--- config.mk ---
export PLATFORM = sky130hd
export DESIGN_NAME = shftreg_ctrl_flat
export DESIGN_NICKNAME = d
export VERILOG_FILES = /design/src/rtl/shftreg_ctrl_if.sv /design/src/rtl/shftreg_ctrl.sv /design/src/flat_wrapper.sv
export SDC_FILE = /design/constraint.sdc
export NUM_CORES = 1
export LEC_CHECK = 0
export BUFFER_PORTS_ARGS = -buffer_cell sky130_fd_sc_hd__buf_2
export CAP_MARGIN = 20
export CORE_MARGIN = 4
export CORE_UTILIZATION = 52
export CTS_BUF_LIST = sky130_fd_sc_hd__clkbuf_4 sky130_fd_sc_hd__clkbuf_8
export DETAILED_ROUTE_END_ITERATION = 8
export GPL_TIMING_DRIVEN = 0
export HOLD_SLACK_MARGIN = 0.05
export PLACE_DENSITY_LB_ADDON = 0.2
export SETUP_SLACK_MARGIN = 0.2
export SYNTH_ARGS = -nofsm -noshare
export SYNTH_HDL_FRONTEND = slang
export SYNTH_SLANG_ARGS = --single-unit
--- constraint.sdc ---
create_clock -name CLK -period 2.75 [get_ports CLK]
set_clock_uncertainty 0.2 [all_clocks]
set_input_delay 0 -clock CLK [delete_from_list [all_inputs] [get_ports CLK]]
set_output_delay 0 -clock CLK [all_outputs]
set_load 0.005 [all_outputs]
--- src/rtl/shftreg_ctrl_if.sv ---
// shftreg_ctrl_if: command handshake between a host front end and the shift-register sequencer.
// Carries tx_rot only when SHFTREG_CTRL_ROT_EN is defined.
interface shftreg_ctrl_if #(
    parameter int WIDTH = 4,
    parameter int CNT_W = 3
);
    logic             tx_valid;
    logic             tx_ready;
    logic [WIDTH-1:0] tx_data;
    logic             tx_dir;
    logic [CNT_W-1:0] tx_count;
    logic             tx_abort;
`ifdef SHFTREG_CTRL_ROT_EN
    logic             tx_rot;
    modport slave  (input  tx_valid, tx_data, tx_dir, tx_count, tx_abort, tx_rot, output tx_ready);
    modport master (output tx_valid, tx_data, tx_dir, tx_count, tx_abort, tx_rot, input  tx_ready);
`else
    modport slave  (input  tx_valid, tx_data, tx_dir, tx_count, tx_abort, output tx_ready);
    modport master (output tx_valid, tx_data, tx_dir, tx_count, tx_abort, input  tx_ready);
`endif
endinterface

--- src/rtl/shftreg_ctrl.sv ---
// shftreg_ctrl: load/shift sequencer for a negedge-clocked shift register with parallel load.
// Define SHFTREG_CTRL_ROT_EN to add rotate mode (tx_rot) where the outgoing bit refills the register.
module shftreg_ctrl #(
    parameter int WIDTH = 4,
    parameter int CNT_W = 3
) (
    input  logic             CLK,
    input  logic             Clear,
    shftreg_ctrl_if.slave    tx,
    input  logic             ser_in,
    input  logic [WIDTH-1:0] sr_q,
    output logic             sr_ld,
    output logic             sr_rl,
    output logic             sr_ins,
    output logic             sr_clear_n,
    output logic [WIDTH-1:0] sr_par,
    output logic             ser_out,
    output logic             ser_out_valid,
    output logic             busy,
    output logic             done
);
    localparam int CW = (CNT_W > $clog2(WIDTH + 1)) ? CNT_W : $clog2(WIDTH + 1);

    typedef enum logic [1:0] {IDLE, LOAD, SHIFT, DONE} state_t;

    state_t           state, nxt;
    logic [WIDTH-1:0] data;
    logic             dir;
    logic [CW-1:0]    cnt;
`ifdef SHFTREG_CTRL_ROT_EN
    logic             rot;
`endif

    always_comb begin
        nxt = state == IDLE  ? (tx.tx_valid ? LOAD : IDLE) :
              state == LOAD  ? (tx.tx_abort ? IDLE : SHIFT) :
              state == SHIFT ? (tx.tx_abort ? IDLE : cnt == CW'(1) ? DONE : SHIFT) :
                               IDLE;
    end

    // Outputs are registered from the next state so they are stable a half cycle before the negedge.
    always_ff @(posedge CLK) begin
        if (Clear) begin
            state         <= IDLE;
            data          <= '0;
            dir           <= 1'b0;
            cnt           <= '0;
`ifdef SHFTREG_CTRL_ROT_EN
            rot           <= 1'b0;
`endif
            tx.tx_ready   <= 1'b1;
            busy          <= 1'b0;
            done          <= 1'b0;
            sr_ld         <= 1'b1;
            sr_rl         <= 1'b0;
            ser_out_valid <= 1'b0;
        end else begin
            state <= nxt;
            if (state == IDLE && tx.tx_valid) begin
                data <= tx.tx_data;
                dir  <= tx.tx_dir;
                cnt  <= (tx.tx_count == '0) ? CW'(WIDTH) : CW'(tx.tx_count);
`ifdef SHFTREG_CTRL_ROT_EN
                rot  <= tx.tx_rot;
`endif
            end else if (state == SHIFT) begin
                cnt <= cnt - CW'(1);
            end
            tx.tx_ready   <= nxt == IDLE;
            busy          <= nxt != IDLE;
            done          <= nxt == DONE;
            sr_ld         <= nxt != SHIFT;
            sr_rl         <= nxt == LOAD ? tx.tx_dir : (nxt == SHIFT) & dir;
            ser_out_valid <= nxt == SHIFT;
        end
    end

    // Every non-LOAD cycle with sr_ld high recirculates sr_q so the register holds.
    assign sr_par     = state == LOAD ? data : sr_q;
    assign sr_clear_n = ~Clear;
    assign ser_out    = ser_out_valid & (dir ? sr_q[WIDTH-1] : sr_q[0]);
`ifdef SHFTREG_CTRL_ROT_EN
    assign sr_ins     = ser_out_valid & (rot ? ser_out : ser_in);
`else
    assign sr_ins     = ser_out_valid & ser_in;
`endif
endmodule

--- src/flat_wrapper.sv ---
// flat-port wrapper written by rule: the top's interface ports become plain ports
module shftreg_ctrl_flat 
#(
    parameter int WIDTH = 4,
    parameter int CNT_W = 3
)
  (CLK, Clear, ser_in, sr_q, sr_ld, sr_rl, sr_ins, sr_clear_n, sr_par, ser_out, ser_out_valid, busy, done, tx_tx_valid, tx_tx_data, tx_tx_dir, tx_tx_count, tx_tx_abort, tx_tx_ready);
  shftreg_ctrl_if #(.WIDTH(WIDTH), .CNT_W(CNT_W)) tx_i ();
  input  logic CLK;
  input  logic Clear;
  input  logic ser_in;
  input  logic [WIDTH-1:0] sr_q;
  output logic sr_ld;
  output logic sr_rl;
  output logic sr_ins;
  output logic sr_clear_n;
  output logic [WIDTH-1:0] sr_par;
  output logic ser_out;
  output logic ser_out_valid;
  output logic busy;
  output logic done;
  input wire logic [$bits(tx_i.tx_valid)-1:0] tx_tx_valid;
  input wire logic [$bits(tx_i.tx_data)-1:0] tx_tx_data;
  input wire logic [$bits(tx_i.tx_dir)-1:0] tx_tx_dir;
  input wire logic [$bits(tx_i.tx_count)-1:0] tx_tx_count;
  input wire logic [$bits(tx_i.tx_abort)-1:0] tx_tx_abort;
  output wire logic [$bits(tx_i.tx_ready)-1:0] tx_tx_ready;
  assign tx_i.tx_valid = tx_tx_valid;
  assign tx_i.tx_data = tx_tx_data;
  assign tx_i.tx_dir = tx_tx_dir;
  assign tx_i.tx_count = tx_tx_count;
  assign tx_i.tx_abort = tx_tx_abort;
  assign tx_tx_ready = tx_i.tx_ready;
  shftreg_ctrl #(.WIDTH(WIDTH), .CNT_W(CNT_W)) u_core (.CLK(CLK), .Clear(Clear), .tx(tx_i), .ser_in(ser_in), .sr_q(sr_q), .sr_ld(sr_ld), .sr_rl(sr_rl), .sr_ins(sr_ins), .sr_clear_n(sr_clear_n), .sr_par(sr_par), .ser_out(ser_out), .ser_out_valid(ser_out_valid), .busy(busy), .done(done));
endmodule
Word level (Yosys, flattened, before mapping)
Cells that the tools add are included.
Widths: inputs -> output; s select.
{"block": "word_totals", "ff_bits": 16, "latchBits": 0, "mem_bits_rw": 0, "romBits": 0, "input_bits": 17, "output_inout_bits": 13, "elab_cells": 41, "mem_count": 0}
{"block": "classes", "n_addsub": 1, "n_mul": 0, "div_mod_pow": 0, "order_cmp": 0, "n_eq_ne": 7, "n_shift": 0, "muxes": 13, "bitwise_logic": 4, "n_reduce_logical": 6}
{"operator": "$mux 2", "n": 5}
{"operator": "$mux 3", "n": 3}
{"operator": "$eq 2x2->1 const B", "n": 3}
{"operator": "$eq 2x1->1 const B", "n": 2}
{"operator": "$logic_not 2->1", "n": 2}
{"operator": "$mux 1", "n": 4}
{"operator": "$mux 4", "n": 1}
{"operator": "$reduce_bool 2->1", "n": 2}
{"operator": "$and 1x1->1", "n": 3}
{"operator": "$eq 3x1->1 const B", "n": 1}
{"operator": "$logic_not 3->1", "n": 1}
{"operator": "$sub 3x1->3 const B", "n": 1}
{"operator": "$ne 2x2->1 const B", "n": 1}
{"operator": "$logic_and 1x1->1", "n": 1}
{"operator": "$not 1->1", "n": 1}

Logic depth before layout (Yosys ltp)
Gate-level depths: netlist (run 1).
{"block": "logic_depth", "word_depth": 9, "mapped_depth": 5, "depth_no_buf": 5}

Worst setup path after synthesis (run 1)
No wires, ideal clock.
{"block": "synth_path", "kind": "reg-to-reg", "from": "register u_core.cnt[1]", "to": "register u_core.sr_rl", "setup_time_ps": 121, "arrival_ps": 1225, "t_required_ps": 2429, "setup_slack_ps": 1204, "stages_incl_launch_ff": 6, "n_path_buf": 0, "synth_period_minus_slack_ps": 1546, "cell_sequence": "dfxtp_1 inv_1 ha_1 nor4bb_1 o21bai_1 mux2_2"}
{"block": "synth_between", "elab_chain_cells": 9, "word_cells_on_any_way": 10, "cone_classes": "3 x eq/ne; 6 x mux; 1 x bitwise"}
{"element": "start, declared", "line_no": "shftreg_ctrl.sv:29", "rtl": "logic [CW-1:0] cnt;"}
{"element": "start signal, assigned", "line_no": "shftreg_ctrl.sv:62", "rtl": "cnt <= (tx.tx_count == '0) ? CW'(WIDTH) : CW'(tx.tx_count);"}
{"element": "start signal, assigned", "line_no": "shftreg_ctrl.sv:67", "rtl": "cnt <= cnt - CW'(1);"}
{"element": "$eq 3x1->1 (*)", "line_no": "shftreg_ctrl.sv:37", "rtl": "state == SHIFT ? (tx.tx_abort ? IDLE : cnt == CW'(1) ? DONE : SHIFT) :"}
{"element": "$mux 1 (*)", "line_no": "shftreg_ctrl.sv:37"}
{"element": "$mux 2 (*) (2 in series)", "line_no": "shftreg_ctrl.sv:37"}
{"element": "$mux 2 (*)", "line_no": "shftreg_ctrl.sv:36", "rtl": "state == LOAD ? (tx.tx_abort ? IDLE : SHIFT) :"}
{"element": "$mux 2 (*)", "line_no": "shftreg_ctrl.sv:35", "rtl": "nxt = state == IDLE ? (tx.tx_valid ? LOAD : IDLE) :"}
{"element": "$eq 2x2->1", "line_no": "shftreg_ctrl.sv:73", "rtl": "sr_rl <= nxt == LOAD ? tx.tx_dir : (nxt == SHIFT) & dir;"}
{"element": "$and 1x1->1", "line_no": "shftreg_ctrl.sv:73"}
{"element": "$mux 1 (*)", "line_no": "shftreg_ctrl.sv:73"}
{"element": "end signal, assigned", "line_no": "shftreg_ctrl.sv:73"}
{"element": "end, declared", "line_no": "shftreg_ctrl.sv:13", "rtl": "output logic sr_rl,"}
Every way passes the cells marked *; elsewhere a longest branch is shown, timed or not.
A chain may end at the register's enable or synchronous reset.

Worst setup path in the final report (run 1)
{"block": "layout_path", "from": "register u_core.state[1]", "to": "register u_core.data[1]"}
{"block": "layout_between", "elab_chain_cells": 2}
{"element": "start, declared", "line_no": "shftreg_ctrl.sv:26", "rtl": "state_t state, nxt;"}
{"element": "start signal, assigned", "line_no": "shftreg_ctrl.sv:58", "rtl": "state <= nxt;"}
{"element": "$logic_not 2->1", "line_no": "shftreg_ctrl.sv:59", "rtl": "if (state == IDLE && tx.tx_valid) begin"}
{"element": "$logic_and 1x1->1", "line_no": "shftreg_ctrl.sv:59"}
{"element": "end signal, assigned", "line_no": "shftreg_ctrl.sv:60", "rtl": "data <= tx.tx_data;"}
{"element": "end, declared", "line_no": "shftreg_ctrl.sv:27", "rtl": "logic [WIDTH-1:0] data;"}
Every way passes these cells.

==> summary.txt, run 1 <==
Place
  – Placer congestion estimate: around 0.77
  – Pre-CTS setup slack: roughly 1100 ps
  – Port bufs: 28
  – Post-DP HPWL: roughly 1200 um

STA
  – Setup TNS: 0 ps
  – Fin crit period: between 2000 and 2500 ps
  – Final slew viol count: 0
  – # setup viols final: 0
  – Worst slew pin tran: ~670 ps
  – RSZ-0062 raised after global routing: false
  – Hold_ws: about 75 ps
  – Fin worst setup slack: around 500 ps
  – Max Fclk: 0.445 GHz
  – Final period utilization: 81.8%
  – Slew HR: 55.1%
  – Final hold vios: 0

Synth
  – FFs w/ async S/R, synth: 0%
  – Adder-cell share of the synthesized area: between 3 and 4%
  – Synthesized area: 746 um2
  – Synth Area in XOR/XNOR: between 1 and 1.5%
  – Compound-Gate Fraction of Synth Area: approximately 17%
  – Number of synthesized flops with an enable pin: 0
  – Synth Area per Inst: around 9.3 um2
  – Post-synthesis simple-gate area fraction: about a fifth
  – Syn Nets: 99
  – Post-Syn Instances: 80
  – Yosys warns: 0
  – Top_reg_cell synth: dfxtp_1
  – Mux cell area share after synthesis: slightly below 9%
  – Sequential area share after synthesis: a little over two fifths
  – Synth cell types: 30
  – Largest family of logic cells by synthesized area: simple AND/OR/NAND/NOR gates
  – Synth Register Bits: 16

Route
  – First-pass detailed-route iteration total: 4
  – DR WL/cell: 13.4 um
  – Via count: 781
  – Vias/cell: 5.39
  – Initial detailed-routing violation count: 14
  – Drt total wl: 1940 um
  – DRC: 0
  – Post-DRT Antenna Nets: 0

Worst setup path
  – Startpoint Class: flop
  – CP Data Required Time: between 2000 and 3000 ps
  – Worst setup EP type: flop
  – Crit Path Max Fanout: 10
  – R2R depth: 5
  – R2r startpoint: u_core.state[1]
  – CP peak stage delay: ~580 ps
  – Slowest cell on crit path: dlygate4sd3_1
  – WP data arrival: between 2000 and 2500 ps
  – Critical path origin: u_core.state[1]
  – Reg-to-reg setup timing slack: between 500 and 600 ps
  – Crit Path Category: reg2reg
  – Reg2reg end: u_core.data[1]
  – Worst-path cell chain: buf_4 > nor3b_1 > nand2_1 > dlygate4sd3_1 > a21oi_1

Floorplan
  – Die Footprint: about 0.0021 mm2
  – Die height: between 40 and 50 um
  – Ports: 30
  – Starting density of the core: 55.9%
  – Num rows: 13
  – CORE AREA: 0.00133 mm2
  – Die width: roughly 46 um

Job
  – Max capacitance violation total: 0

Min path
  – Startpoint of the worst hold path: ser_in
  – Hold Path Class: in2out
  – Hold depth: 3
  – Worst hold path endpoint: sr_ins

Global routing
  – Largest net degree at the start of global routing: 11
  – First-pass GRT wire length: roughly 3000 um
  – Gr usage total: 20.3%
  – Initial antenna violation count: 0
  – Vias in the first global route: 674
  – Grt ovf: 0

CTS
  – H-tree depth: 1
  – Post-CTS Setup Inserts: 0
  – Clk slew on worst S/H paths: 90 ps
  – Max clock buf depth: 2
  – Post_cts resized: 0
  – Total CTS buffers: 3
  – Clk_lat worst skew: 280 ps
  – Clock sinks: 16
  – Root Driver: clkbuf_4
  – Hold_buf cts: 18
  – CTS tree: built

Finish
  – Commonest cells after routing, fill and taps aside: buf_2 (31), dlygate4sd3_1 (18), dfxtp_1 (16), nand2_1 (9), a21oi_1 (7)
  – Layout cells sized above 1: 33.8%
  – Final nets: 150
  – Area delta synth->final: 50.3%
  – Fill count: 80
  – Commonest non-fill, non-tap cell in the layout: buf_2
  – Antenna cells: 0

Run status
  – Outcome: finished clean

Power and ir drop
  – Leak: about 0.5 nW
  – VDD IR-drop max: around 0.32 mV
  – Power per Cell Area: about 460 mW/mm2
-- per-layer routing --
| layer | global-route usage [%] | up-vias | wire length, um |
|---|---|---|---|
| met5 | 0 | - | 0 |
| met4 | 8.52 | 0 | 48 |
| met3 | 6.32 | 6 | 160 |
| met2 | 32.4 | 46 | 949 |
| met1 | 24.9 | 347 | 780 |
| li1 | - | 382 | - |
-- final cells by class --
class | instances | area [um2] | share of cell area, %
multi-input cells | 55 | 384 | 34.3
flip-flops and latches | 16 | 320 | 28.6
repair buffers | 46 | 320 | 28.6
clock buffers | 4 | 36.3 | 3.24
plain buffers | 4 | 22.5 | 2.01
inverters | 5 | 18.8 | 1.67
well taps | 15 | 18.8 | 1.67
-- cell families (layout without fill, tap and decap cells) --
family | after synthesis | after routing
AO/OA/AOI/OAI | 18 | 18
XOR/XNOR | 1 | 1
adder cells (fa/ha/maj) | 2 | 2
buffers and inverters | 9 | 59
flip-flops | 16 | 16
multiplexers | 6 | 6
AND/OR/NAND/NOR | 28 | 28
-- worst max-delay path, delay by kind of cell, from the launching register on --
family / cells / cell delay, ps
buffers and inverters: 2 / 760
and+or+nand+nor: 2 / 650
DFF: 1 / 350
AOI/OAI and AO/OA: 1 / 190
-- registers in the layout, indices dropped and copies added (netlist names) --
name                  count
u_core.dir                1
u_core.busy               1
u_core.data               4
u_core.tx.tx_ready        1
u_core.cnt                3
u_core.sr_ld              1
u_core.state              2
u_core.ser_out_valid      1
u_core.done               1
u_core.sr_rl              1
-- where the power goes --
| group | leakage, nW | internal, mW | switching, mW |
|---|---|---|---|
| registers | 0.132 | 0.246 | 0.00784 |
| clock network | 0.0210 | 0.0806 | 0.0708 |
| logic | 0.357 | 0.0642 | 0.0495 |
-- worst max path at each step --
stage	endpoint	slack [ps]	cells after the start
floorplan	u_core.sr_rl	1200	5
global placement	u_core.sr_rl	1070	5
detailed placement	u_core.sr_rl	1060	5
CTS	u_core.data[0]	630	5
global route	u_core.data[3]	370	5
finish	u_core.data[1]	500	5
-- cells in the mapped netlist (2+ instances only) --
| master | number | share of area [%] |
|---|---|---|
| mux2_2 | 5 | 7.5 |
| nor2b_1 | 3 | 2.5 |
| ha_1 | 2 | 3.4 |
| nand2b_1 | 2 | 1.7 |
| nor2_1 | 4 | 2.0 |
| inv_1 | 5 | 2.5 |
| nand2_1 | 9 | 4.5 |
| nor4bb_1 | 2 | 2.7 |
| and2_1 | 2 | 1.7 |
| buf_2 | 3 | 2.0 |
| dfxtp_1 | 16 | 43 |
| a21oi_1 | 7 | 4.7 |
| o21ai_0 | 3 | 2.0 |
-- stage by stage --
step           util (%)  power [mW]  instance area (um2)  instances
2_1_floorplan         -       0.314                  746         80
3_3_place_gp       67.8       0.344                  905        123
3_5_place_dp       67.8       0.348                  905        123
4_1_cts            84.1       0.519                 1120        145
5_1_grt            84.1       0.547                 1120        145
6_report           84.1       0.519                 1120        145
Power figures use the tool's default switching activity.
==> run 2, diff against run 1 <==
--- a/config.mk
+++ b/config.mk
@@ -8,7 +8,7 @@
 export BUFFER_PORTS_ARGS = -buffer_cell sky130_fd_sc_hd__buf_2
 export CAP_MARGIN = 20
 export CORE_MARGIN = 4
-export CORE_UTILIZATION = 52
+export CORE_UTILIZATION = 48
 export CTS_BUF_LIST = sky130_fd_sc_hd__clkbuf_4 sky130_fd_sc_hd__clkbuf_8
 export DETAILED_ROUTE_END_ITERATION = 8
 export GPL_TIMING_DRIVEN = 0
==> constraint.sdc (replaced) <==
create_clock -name CLK -period 2.1 [get_ports CLK]
set_clock_uncertainty 0.2 [all_clocks]
set_input_delay 0 -clock CLK [delete_from_list [all_inputs] [get_ports CLK]]
set_output_delay 0 -clock CLK [all_outputs]
set_load 0.005 [all_outputs]
==> run 2 against run 1 <==
Total power is 22% higher; first-iteration DRC count down 93%; flip-flop and latch count did not move; clock power rose by 4%; routed wire length fell by 1.5%; via count decreased by 5.6%; non-clock buffer count decreased by 4; sequential share of layout area grew 1.2 points; count of clock-buffer cells in the layout is 1 lower; core utilization decreased by 6.0 points; hold slack hardly changed; critical path type unchanged; largest cell class unchanged.
==> summary.txt, run 2 (synthesis results as in run 1) <==
CTS
  – Total CTS buffers: 3
  – Clock sinks: 16
  – CTS tree: built
  – H-tree depth: 1
  – Root Driver: clkbuf_4
  – Clk_lat worst skew: approximately 280 ps
  – Clk slew on worst S/H paths: approximately 90 ps
  – Max clock buf depth: 2

Floorplan
  – Num rows: 13
  – CORE AREA: between 0.001 and 0.0015 mm2
  – Die height: about 47 um
  – Ports: 30
  – Die Footprint: around 0.0022 mm2
  – Starting density of the core: between 50% and 60%
  – Die width: 47.4 um

Finish
  – Layout cells sized above 1: a little under two fifths
  – Area delta synth->final: 44.8%
  – Largest registers: u_core.data (4), u_core.cnt (3), u_core.state (2)
  – Commonest non-fill, non-tap cell in the layout: buf_2
  – Commonest cells after routing, fill and taps aside: buf_2 (30), dfxtp_1 (15), dlygate4sd3_1 (12), nand2_1 (9), a21oi_1 (6)
  – Reg with most FFs: u_core.data
  – Final nets: around 150
  – Max FFs per register: 4
  – Antenna cells: 0

STA
  – Worst slew pin tran: ~620 ps
  – # setup viols final: 0
  – Fin crit period: between 1500 and 2000 ps
  – RSZ-0062 raised after global routing: false
  – Final hold vios: 0
  – Final slew viol count: 0
  – Slew HR: between 50% and 60%
  – Max Fclk: 0.543 GHz
  – Setup TNS: 0 ps
  – Final period utilization: 87.7%

Route
  – DR WL/cell: between 10 and 15 um
  – Drt total wl: around 1900 um
  – Via count: roughly 740
  – M1 WL: roughly 760 um
  – Top layer in use: met4
  – Met2 Wirelength: approximately 1000 um
  – Initial detailed-routing violation count: 1
  – Met3 wire len: ~100 um
  – Post-DRT Antenna Nets: 0
  – DRC: 0
  – Vias/cell: 5.26
  – First-pass detailed-route iteration total: 4

Job
  – Max capacitance violation total: 0

Worst setup path
  – Worst setup EP type: flop
  – Slowest cell on crit path: dlygate4sd3_1
  – Reg-to-reg setup timing slack: 260 ps
  – CP Data Required Time: 2070 ps
  – Crit Path Max Fanout: 2
  – WP data arrival: 1810 ps
  – CP peak stage delay: 550 ps
  – Startpoint Class: flop
  – R2r startpoint: u_core.state[0]
  – Reg2reg end: u_core.dir
  – Worst-path cell chain: or3b_1 > buf_6 > a21oi_2 > nor2_1 > dlygate4sd3_1
  – Crit Path Category: reg2reg
  – R2R depth: 5

Min path
  – Startpoint of the worst hold path: ser_in
  – Hold depth: 3
  – Hold Path Class: in2out
  – Worst hold path endpoint: sr_ins

Place
  – Post-DP HPWL: between 1000 and 1500 um
  – Placer congestion estimate: about 0.75
  – Port bufs: 28

Global routing
  – First-pass GRT wire length: a little under 3000 um
  – Vias in the first global route: between 600 and 700
  – Grt ovf: 0
  – Largest net degree at the start of global routing: 11
  – Gr usage total: 19.4%
  – Initial antenna violation count: 0

Power and ir drop
  – VDD IR-drop max: 0.345 mV
  – Overall power: 633 uW
  – Leak: 0.496 nW
  – Power per Cell Area: 586 mW/mm2

Run status
  – Outcome: finished clean
==> run 2: cell types whose count changed in the layout (fill, tap and decap cells not counted) <==
| cell | before | now |
|---|---|---|
| dfxtp_2 | 0 | 1 |
| buf_6 | 0 | 1 |
| a21oi_2 | 0 | 1 |
| nor4bb_1 | 2 | 1 |
| dfxtp_1 | 16 | 15 |
| buf_2 | 31 | 30 |
| dlygate4sd3_1 | 18 | 12 |
| clkbuf_8 | 1 | 0 |
| nor4bb_2 | 0 | 1 |
| buf_4 | 1 | 3 |
| a21oi_1 | 7 | 6 |
==> run 2: per-stage QoR <==
step | instances | util [%] | instance area (um2) | hold slack (ps) | worst slack, ps
floorplan | 80 | - | 746 | -91.7 | 554
global placement | 123 | 65.4 | 905 | 38.7 | 431
detailed placement | 123 | 65.4 | 905 | 47.7 | 440
CTS | 138 | 75.7 | 1050 | 80.3 | 213
global route | 140 | 78.1 | 1080 | 88.0 | 219
finish | 140 | 78.1 | 1080 | 74.9 | 259
==> run 2: routing by layer <==
layer / vias to the layer above / track usage [%]
li1: 370 / -
met5: - / 0
met3: 2 / 4.51
met2: 19 / 36.9
met4: 0 / 8.29
met1: 346 / 19.8
==> run 2: worst max-delay path, delay by kind of cell (launching register included) <==
kind | cells | cell delay (ps)
AO/OA/AOI/OAI | 1 | 120
flip-flops | 1 | 310
AND/OR/NAND/NOR | 2 | 420
buffers and inverters | 2 | 680
==> run 2: worst max-delay path by stage <==
stage                    start            to  slack, ps  cells past startpoint
3_3_place_gp     u_core.cnt[1]  u_core.sr_rl        430                      5
3_5_place_dp     u_core.cnt[1]  u_core.sr_rl        440                      5
4_1_cts        u_core.state[1]    u_core.dir        210                      5
2_1_floorplan    u_core.cnt[1]  u_core.sr_rl        550                      5
6_report       u_core.state[0]    u_core.dir        260                      5
5_1_grt        u_core.state[0]    u_core.dir        220                      5
==> run 2: area by class of cell <==
type	count	area (um2)
buffer	4	28.8
tap	15	18.8
sequential	16	322
inverter	5	18.8
multi-input combinational	55	394
fill	108	303
timing repair buffer	42	275
clock buffer	3	22.5
==> run 2: report_power, final <==
part           total [mW]  internal (mW)  switching, mW  leakage, nW
registers           0.333          0.322         0.0102        0.132
logic               0.143         0.0800         0.0634        0.350
clock network       0.157         0.0666         0.0904       0.0138
total               0.633          0.469          0.164        0.496
==> run 2: repair_timing <==
item,in CTS,in global routing
setup endpoints to repair,0,1
endpoints found under the hold margin,16,0
buffers inserted,0,2
gates resized for setup,0,6
hold buffers,12,0
==> run 3, diff against run 2 <==
--- a/config.mk
+++ b/config.mk
@@ -14,7 +14,9 @@
 export GPL_TIMING_DRIVEN = 0
 export HOLD_SLACK_MARGIN = 0.05
 export PLACE_DENSITY_LB_ADDON = 0.2
+export RECOVER_POWER = 25
 export SETUP_SLACK_MARGIN = 0.2
 export SYNTH_ARGS = -nofsm -noshare
 export SYNTH_HDL_FRONTEND = slang
 export SYNTH_SLANG_ARGS = --single-unit
+export TNS_END_PERCENT = 100
==> run 3 against run 2 <==
First-iteration DRC count rose to 3.0 times the previous value; flip-flop and latch count unchanged; global-route usage stayed put; core utilization down 0.45 points; register-to-register slack is essentially flat; clock power is essentially flat; critical path type unchanged; highest routed layer unchanged.
==> summary.txt, run 3 (synthesis results as in run 1) <==
Route
  – Via count: 730
  – Drt total wl: approximately 1900 um
  – First-pass detailed-route iteration total: 2
  – Post-DRT Antenna Nets: 0
  – DRC: 0
  – Initial detailed-routing violation count: 3
  – Vias/cell: 5.21
  – DR WL/cell: ~14 um

Run status
  – Outcome: finished clean

Global routing
  – Initial antenna violation count: 0
  – First-pass GRT wire length: ~3000 um
  – Largest net degree at the start of global routing: 11
  – Gr usage total: around a fifth
  – Vias in the first global route: ~700
  – Grt ovf: 0

STA
  – Worst slew pin tran: 623 ps
  – Slew HR: ~58%
  – # setup viols final: 0
  – Final hold vios: 0
  – Hold_ws: around 85 ps
  – Final period utilization: roughly 88%
  – Final slew viol count: 0
  – Fin crit period: approximately 1800 ps
  – Setup TNS: 0 ps
  – Max Fclk: 0.542 GHz
  – RSZ-0062 raised after global routing: false

Min path
  – Hold depth: 3
  – Hold Path Class: in2out
  – Startpoint of the worst hold path: ser_in
  – Worst hold path endpoint: sr_ins

Floorplan
  – Die width: ~47 um
  – CORE AREA: 0.00138 mm2
  – Starting density of the core: between 50 and 60%
  – Num rows: 13
  – Die Footprint: between 0.002 and 0.0025 mm2
  – Ports: 30
  – Die height: between 40 and 50 um

CTS
  – H-tree depth: 1
  – Max clock buf depth: 2
  – Root Driver: clkbuf_4
  – Clk_lat worst skew: between 200 and 300 ps
  – Total CTS buffers: 3
  – CTS tree: built
  – Clk slew on worst S/H paths: about 90 ps
  – Clock sinks: 16

Worst setup path
  – Critical path origin: u_core.state[1]
  – CP peak stage delay: between 500 and 600 ps
  – Crit Path Max Fanout: 3
  – WP data arrival: about 1800 ps
  – Worst setup EP type: flop
  – R2r startpoint: u_core.state[1]
  – Worst-path cell chain: or3b_1 > buf_6 > a21oi_2 > nor2_1 > dlygate4sd3_1
  – Startpoint Class: flop
  – CP Data Required Time: between 2000 and 2500 ps
  – R2R depth: 5
  – Crit Path Category: reg2reg
  – Reg2reg end: u_core.dir
  – Reg-to-reg setup timing slack: ~260 ps
  – Slowest cell on crit path: dlygate4sd3_1

Finish
  – Commonest cells after routing, fill and taps aside: buf_2 (25), dfxtp_1 (15), dlygate4sd3_1 (12), nand2_1 (9), a21oi_1 (6)
  – Final core occ: ~78%
  – Layout cells sized above 1: 34.4%
  – Area delta synth->final: 44.0%
  – Final nets: roughly 150
  – Largest registers: u_core.data (4), u_core.cnt (3), u_core.state (2)
  – Reg with most FFs: u_core.data
  – Antenna cells: 0
  – Fin cells: 140
  – Max FFs per register: 4
  – Commonest non-fill, non-tap cell in the layout: buf_2

Place
  – Post-DP HPWL: approximately 1300 um
  – Port bufs: 28
  – Dpl cells: about 120
  – Placer congestion estimate: ~0.75

Power and ir drop
  – Power per Cell Area: 590 mW/mm2
  – VDD IR-drop max: 0.348 mV
  – Overall power: between 600 and 700 uW
  – Leak: roughly 0.48 nW

Job
  – Max capacitance violation total: 0
run 3: cell count changes in the layout (fill, tap and decap cells not counted):
cell      delta
clkbuf_1     +5
buf_2        -5
run 3: where the power goes:
group	switching [mW]	internal (mW)	leakage, nW
clock network	0.0906	0.0665	0.0138
logic	0.0638	0.0793	0.332
registers	0.0103	0.322	0.132
total	0.165	0.468	0.478
run 3: how the worst max path moves through the flow:
stage | cells past startpoint | to
CTS | 5 | u_core.dir
detailed placement | 5 | u_core.sr_rl
floorplan | 5 | u_core.sr_rl
global route | 5 | u_core.dir
global placement | 5 | u_core.sr_rl
finish | 5 | u_core.dir
run 3: timing repair:
item,in CTS,in global routing
setup endpoints to repair,0,1
endpoints found under the hold margin,16,0
hold buffers,12,0
resized for setup,0,6
setup buffers,0,2
run 3: layout make-up:
class	count	area (um2)
buffer	4	28.8
clock buffer	3	22.5
fill	112	309
inverter	5	18.8
multi-input combinational	55	394
sequential	16	322
tap	15	18.8
timing repair buffer	42	269
run 3: stage by stage:
step	instance area (um2)	setup WS [ps]
final	1070	257
after global routing	1070	219
after CTS	1050	213
after detailed placement	905	440
after global placement	905	431
after floorplan	746	554
run 3: metal layers:
| layer | vias up | wire (um) | track usage [%] |
|---|---|---|---|
| met5 | - | 0 | 0 |
| met4 | 0 | 13 | 8.29 |
| met3 | 2 | 90 | 4.51 |
| met2 | 19 | 1030 | 36.9 |
| met1 | 340 | 782 | 19.8 |
| li1 | 369 | - | - |
run 3: critical path, delay by kind of cell (launching register included):
kind / cells / cell delay (ps)
AND/OR/NAND/NOR: 2 / 400
buffers and inverters: 2 / 680
AO/OA/AOI/OAI: 1 / 120
flip-flops: 1 / 340
